<file path="config.mk">
export PLATFORM = sky130hd
export DESIGN_NAME = ram_dma_engine_flat
export DESIGN_NICKNAME = d
export VERILOG_FILES = /design/src/rtl/ram_dma_pkg.sv /design/src/rtl/ram_dma_engine_if.sv /design/src/rtl/ram_dma_engine.sv /design/src/flat_wrapper.sv
export SDC_FILE = /design/constraint.sdc
export NUM_CORES = 1
export LEC_CHECK = 0
export ABC_AREA = 1
export CAP_MARGIN = 20
export CORE_ASPECT_RATIO = 2
export CORE_MARGIN = 10
export CORE_UTILIZATION = 50
export CTS_BUF_LIST = sky130_fd_sc_hd__clkbuf_16
export DETAILED_ROUTE_END_ITERATION = 8
export GPL_ROUTABILITY_DRIVEN = 0
export HOLD_SLACK_MARGIN = 0.02
export PLACE_DENSITY_LB_ADDON = 0.12
export SLEW_MARGIN = 0
export SYNTH_ARGS = -nofsm -noshare
export SYNTH_HDL_FRONTEND = slang
export SYNTH_SLANG_ARGS = --single-unit
</file>
<file path="constraint.sdc">
create_clock -name clk -period 2.56 [get_ports clk]
set_input_delay 0.256 -clock clk [delete_from_list [all_inputs] [get_ports clk]]
set_output_delay 0.256 -clock clk [all_outputs]
set_load 0.05 [all_outputs]
</file>
<file path="src/rtl/ram_dma_pkg.sv">
// rtl/ram_dma_pkg.sv - shared state and mode encodings for the RAM DMA engine
package ram_dma_pkg;

  typedef enum logic [2:0] {
    ST_IDLE   = 3'd0,
    ST_READ   = 3'd1,
    ST_WRITE  = 3'd2,
    ST_FILL   = 3'd3,
    ST_FINISH = 3'd4
  } state_e;

  localparam logic MODE_COPY = 1'b0;
  localparam logic MODE_FILL = 1'b1;

endpackage

</file>
<file path="src/rtl/ram_dma_engine_if.sv">
// rtl/ram_dma_engine_if.sv - control handshake and RAM port B bundle for the DMA engine
interface ram_dma_engine_if #(
  parameter int DATA_WIDTH = 8,
  parameter int ADDR_WIDTH = 16
);

  logic                  start;
  logic                  mode;
  logic [ADDR_WIDTH-1:0] src_addr;
  logic [ADDR_WIDTH-1:0] dst_addr;
  logic [ADDR_WIDTH-1:0] length;
  logic [DATA_WIDTH-1:0] fill_value;
  logic                  busy;
  logic                  done;
  logic                  ram_we;
  logic [ADDR_WIDTH-1:0] ram_addr;
  logic [DATA_WIDTH-1:0] ram_di;
  logic [DATA_WIDTH-1:0] ram_do;

  // The engine is the bus master towards the RAM port.
  modport master (
    input  start, mode, src_addr, dst_addr, length, fill_value, ram_do,
    output busy, done, ram_we, ram_addr, ram_di
  );

  modport slave (
    output start, mode, src_addr, dst_addr, length, fill_value, ram_do,
    input  busy, done, ram_we, ram_addr, ram_di
  );

endinterface

</file>
<file path="src/rtl/ram_dma_engine.sv">
// rtl/ram_dma_engine.sv - byte copy/fill engine driving port B of the dual-port RAM
module ram_dma_engine
  import ram_dma_pkg::*;
#(
  parameter int DATA_WIDTH = 8,
  parameter int ADDR_WIDTH = 16
) (
  input  logic              clk,
  input  logic              rst,
  ram_dma_engine_if.master  bus
);

  localparam logic [ADDR_WIDTH-1:0] ONE = ADDR_WIDTH'(1);

  state_e                state_q, state_d;
  logic [ADDR_WIDTH-1:0] src_q, src_d;
  logic [ADDR_WIDTH-1:0] dst_q, dst_d;
  logic [ADDR_WIDTH-1:0] cnt_q, cnt_d;
  logic                  busy_q, busy_d;
  logic                  done_q, done_d;
  logic                  ram_we_q, ram_we_d;
  logic [ADDR_WIDTH-1:0] ram_addr_q, ram_addr_d;
  logic [DATA_WIDTH-1:0] ram_di_q, ram_di_d;

  // Outputs are computed for the state being entered so they leave the flops aligned.
  always_comb begin
    state_d    = state_q;
    src_d      = src_q;
    dst_d      = dst_q;
    cnt_d      = cnt_q;
    busy_d     = 1'b0;
    done_d     = 1'b0;
    ram_we_d   = 1'b0;
    ram_addr_d = ram_addr_q;
    ram_di_d   = ram_di_q;
    case (state_q)
      ST_IDLE: begin
        if (bus.start) begin
          src_d = bus.src_addr;
          dst_d = bus.dst_addr;
          cnt_d = bus.length;
          if (bus.length == '0) begin
            state_d = ST_FINISH;
            done_d  = 1'b1;
          end else if (bus.mode == MODE_FILL) begin
            state_d    = ST_FILL;
            busy_d     = 1'b1;
            ram_we_d   = 1'b1;
            ram_addr_d = bus.dst_addr;
            ram_di_d   = bus.fill_value;
          end else begin
            state_d    = ST_READ;
            busy_d     = 1'b1;
            ram_addr_d = bus.src_addr;
          end
        end
      end
      ST_READ: begin
        state_d    = ST_WRITE;
        busy_d     = 1'b1;
        ram_we_d   = 1'b1;
        ram_addr_d = dst_q;
      end
      ST_WRITE: begin
        src_d    = src_q + ONE;
        dst_d    = dst_q + ONE;
        cnt_d    = cnt_q - ONE;
        ram_di_d = bus.ram_do;
        if (cnt_q == ONE) begin
          state_d = ST_FINISH;
          done_d  = 1'b1;
        end else begin
          state_d    = ST_READ;
          busy_d     = 1'b1;
          ram_addr_d = src_q + ONE;
        end
      end
      ST_FILL: begin
        dst_d = dst_q + ONE;
        cnt_d = cnt_q - ONE;
        if (cnt_q == ONE) begin
          state_d = ST_FINISH;
          done_d  = 1'b1;
        end else begin
          busy_d     = 1'b1;
          ram_we_d   = 1'b1;
          ram_addr_d = dst_q + ONE;
        end
      end
      ST_FINISH: state_d = ST_IDLE;
      default:   state_d = ST_IDLE;
    endcase
  end

  always_ff @(posedge clk or posedge rst) begin
    if (rst) begin
      state_q    <= ST_IDLE;
      src_q      <= '0;
      dst_q      <= '0;
      cnt_q      <= '0;
      busy_q     <= 1'b0;
      done_q     <= 1'b0;
      ram_we_q   <= 1'b0;
      ram_addr_q <= '0;
      ram_di_q   <= '0;
    end else begin
      state_q    <= state_d;
      src_q      <= src_d;
      dst_q      <= dst_d;
      cnt_q      <= cnt_d;
      busy_q     <= busy_d;
      done_q     <= done_d;
      ram_we_q   <= ram_we_d;
      ram_addr_q <= ram_addr_d;
      ram_di_q   <= ram_di_d;
    end
  end

  assign bus.busy     = busy_q;
  assign bus.done     = done_q;
  assign bus.ram_we   = ram_we_q;
  assign bus.ram_addr = ram_addr_q;
  // Copy data bypasses the engine's flops: the RAM output register already provides the stage.
  assign bus.ram_di   = (state_q == ST_WRITE) ? bus.ram_do : ram_di_q;

endmodule

</file>
<file path="src/flat_wrapper.sv">
// flat-port wrapper written by rule: the top's interface ports become plain ports
module ram_dma_engine_flat import ram_dma_pkg::*;
#(
  parameter int DATA_WIDTH = 8,
  parameter int ADDR_WIDTH = 16
)
  (clk, rst, bus_start, bus_mode, bus_src_addr, bus_dst_addr, bus_length, bus_fill_value, bus_ram_do, bus_busy, bus_done, bus_ram_we, bus_ram_addr, bus_ram_di);
  ram_dma_engine_if #(.DATA_WIDTH(DATA_WIDTH), .ADDR_WIDTH(ADDR_WIDTH)) bus_i ();
  input  logic clk;
  input  logic rst;
  input wire logic [$bits(bus_i.start)-1:0] bus_start;
  input wire logic [$bits(bus_i.mode)-1:0] bus_mode;
  input wire logic [$bits(bus_i.src_addr)-1:0] bus_src_addr;
  input wire logic [$bits(bus_i.dst_addr)-1:0] bus_dst_addr;
  input wire logic [$bits(bus_i.length)-1:0] bus_length;
  input wire logic [$bits(bus_i.fill_value)-1:0] bus_fill_value;
  input wire logic [$bits(bus_i.ram_do)-1:0] bus_ram_do;
  output wire logic [$bits(bus_i.busy)-1:0] bus_busy;
  output wire logic [$bits(bus_i.done)-1:0] bus_done;
  output wire logic [$bits(bus_i.ram_we)-1:0] bus_ram_we;
  output wire logic [$bits(bus_i.ram_addr)-1:0] bus_ram_addr;
  output wire logic [$bits(bus_i.ram_di)-1:0] bus_ram_di;
  assign bus_i.start = bus_start;
  assign bus_i.mode = bus_mode;
  assign bus_i.src_addr = bus_src_addr;
  assign bus_i.dst_addr = bus_dst_addr;
  assign bus_i.length = bus_length;
  assign bus_i.fill_value = bus_fill_value;
  assign bus_i.ram_do = bus_ram_do;
  assign bus_busy = bus_i.busy;
  assign bus_done = bus_i.done;
  assign bus_ram_we = bus_i.ram_we;
  assign bus_ram_addr = bus_i.ram_addr;
  assign bus_ram_di = bus_i.ram_di;
  ram_dma_engine #(.DATA_WIDTH(DATA_WIDTH), .ADDR_WIDTH(ADDR_WIDTH)) u_core (.clk(clk), .rst(rst), .bus(bus_i));
endmodule
</file>
==> results.cfg <==
[outcome]
status = finished, final reports clean

[timing]
finalCritPeriodShare_pct = 90.8
relSlewSlack_pct = 56.4
hold_violations = 0
worst_slew_pin_slew_ns = 0.654
skew_ns = 0.00746
period_needed_ns = 2.32
finalSetupViolations = 0
tns_ns = 0
slew_viol_final = 0
fmax_mhz = 430
grt_setup_unrepaired = false

[die]
die_area_um2 = 15100
die_x_um = 92.1
rows = 52
core_um2 = 10100
initial_core_util_pct = 51.2
die_y_um = 164
pin_count = 95

[synth]
ys_seq_area_share_pct = 37.6
synth_adder_area_share_pct = 0.963
synth_xor_xnor_area_share_pct = 1.35
synth.area.mux_share_pct = 0
synth_edf_count = 0
async_reset_ff_share_pct = 100
syn_nets = 858
synth_compound_area_share_pct = 17.9
syn_area_um2 = 5200
synth_top_area_cell = dfrtp_1
ys_ff_latch = 78
synth_cell_types = 33
syn_area_per_cell_um2 = 6.61
synthTopCellsByArea = dfrtp_1 (38%), nand2_1 (18%), o21ai_0 (7.2%), inv_1 (5.7%), nand3_1 (5.7%)
synthFlopType = dfrtp_1
yosysWarnings = 0
synth_cells = 786
synth_simple_gate_area_share_pct = 33.3
synth_top_family_by_area = simple AND/OR/NAND/NOR gates
synth_top_area_share_pct = 37.6

[route]
drt_pass1_iterations = 5
viasPerCell = 5.75
wire_per_inst_um = 17.6
drt_iter0_drc = 447
wl_met1_mm = 6.46
drt_wl_total_mm = 17.7
vias = 5803
ant_nets = 0
dr.max_layer_used = met4
route.met3.wl_mm = 1.02
drc_errors = 0
wl_met2_mm = 9.10

[finish]
drive_gt1_share_pct = 6.06
area_delta_synth_final_pct = 26.8
stdcell_count = 1010
n_fill_cell = 964
diodes = 0
fin_util_pct = 64.9
layout.nets = 943

[worst_setup_path]
startpoint_type = flop
startpoint = u_core.state_q[0]
cp_slowest_cell = dfrtp_1
crit_path_end_kind = primary output
reg2reg_from = u_core.state_q[2]
arrival_ns = 2.07
worstPathMaxFanout = 33
worstSetupPathType = flop to primary output
reg2reg_depth = 7
max_stage_delay_ns = 0.42
worstPathRequired_ns = 2.30
cp_cell_sequence = nor2_2 -> nand2_2 -> buf_4 -> inv_4 -> nand2_1 -> o21ai_0 -> buf_12

[cts]
cts_buffer_depth = 2
insertion_delay_ns = 0.35
cts_tree = done
cts_buffers = 9
root_buffer = clkbuf_16
cts.sinks = 78
htree_levels = 3
clkSlewWorstSetupHoldPaths_ns = 0.06

[worst_hold_path]
min_path_type = primary input to asynchronous set/reset pin

[run]
maxCapViolations = 0

[grt]
grt_max_degree = 79
grt_pass1_vias = 5674
antenna_found_initial = 0
grt_use_total_pct = 23.1
grt_pass1_wl_mm = 27.9
grt_overflow = 0

[power_and_ir_drop]
peakVddDrop_mv = 0.991
p_leak_nw = 3.12
powerDensity_nw_per_um2 = 1460

[placement]
place_hpwl_mm = 13.6
dp_cells = 995
portBuffers = 94
[metrics by stage]
step | hold WS [ns] | power, W | setup slack (ns) | area (µm²)
final | 0.318 | 0.00960 | 0.237 | 6590
after detailed placement | 0.465 | 0.00826 | 0.344 | 6310
after floorplan | 0.418 | 0.00641 | 0.309 | 5200
after global placement | 0.465 | 0.00810 | 0.416 | 6310
after CTS | 0.347 | 0.00955 | 0.0625 | 6590
after global routing | 0.395 | 0.0103 | 0.141 | 6590
[cell usage in the layout (no fill, tap or decap), types with 2 or more instances in the layout]
cell type / n
nor3_1: 2
a21oi_1: 35
clkinv_2: 2
nand4_1: 8
inv_1: 79
nor2_2: 7
or2_2: 2
ha_1: 4
nor2_4: 3
o22ai_1: 14
inv_2: 6
clkdlybuf4s50_1: 86
nand2_1: 255
nand3_1: 59
o211ai_1: 7
buf_4: 6
o2111ai_1: 3
buf_12: 9
xor2_1: 8
nand2_2: 2
clkbuf_16: 9
dfrtp_1: 78
nor2_1: 77
a22oi_1: 12
o21ai_0: 73
o21ai_1: 17
[kinds of logic after synthesis]
group / Yosys count
AO/OA/AOI/OAI: 166
XOR/XNOR: 8
adder cells (fa/ha/maj): 4
buffers and inverters: 112
flip-flops: 78
AND/OR/NAND/NOR: 418
[critical path: cells and delay by family (launching register included)]
family          cells  cell delay, ns
compound gates      1            0.17
simple gates        3            0.40
buf+inv             3            0.71
flops               1            0.42
[final cells by class]
type                            instances  area (µm²)  area share (%)
Multi-Input combinational cell        596        2780            42.2
Sequential cell                        78        1950            29.6
Timing Repair Buffer                  101        1090            16.5
Inverter                               85         322            4.88
Clock buffer                            9         225            3.42
Tap cell                              135         169            2.56
Clock inverter                          6        55.1           0.835
[flip-flops by register name, indices dropped and copies added (netlist names)]
name and count:
u_core.bus.busy 1, u_core.cnt_q 16, u_core.bus.ram_we 1, u_core.ram_di_q 8, u_core.src_q 16, u_core.bus.done 1
u_core.dst_q 16, u_core.bus.ram_addr 16, u_core.state_q 3
[what timing repair did]
item                                    4_1_cts  5_1_grt
buffers inserted                              0        0
hold buffers                                  0        0
endpoints found under the setup margin        0        8
resized for setup                             0        4
[synthesized netlist by cell type, types with 3 or more instances]
master,number
a22oi_1,12
o2111ai_1,3
dfrtp_1,78
nand3_1,59
ha_1,4
nand2_1,255
nor2_2,7
clkbuf_1,7
xor2_1,8
inv_2,6
a21oi_1,35
nand4_1,8
inv_1,79
o21ai_1,15
nor2_1,77
o211ai_1,7
nor2_4,3
buf_2,16
o22ai_1,14
o21ai_0,75
[power breakdown]
part	internal [W]	switching (W)	leakage [nW]	total, W
clock network	0.000739	0.000510	0.140	0.00125
registers	0.00190	0.000573	0.932	0.00247
logic	0.00197	0.00391	2.05	0.00588
total	0.00461	0.00499	3.12	0.00960
[path summary, 6_finish.rpt]
path                                            to  slack, ns
setup reg to reg                   u_core.cnt_q[4]       0.40
hold / removal                     u_core.src_q[0]       0.32
hold reg to reg            u_core.bus.ram_addr[10]       0.48
min in group clk           u_core.bus.ram_addr[10]       0.48
setup / recovery                     bus_ram_di[5]       0.24
max in group asynchronous  u_core.bus.ram_addr[15]       1.89
[metal layers]
layer | up-vias | global-route usage, %
li1 | 2734 | -
met1 | 2701 | 23.6
met2 | 296 | 40.8
met3 | 72 | 4.53
met4 | 0 | 16.5
met5 | - | 0
(Power assumes the default switching activity.)
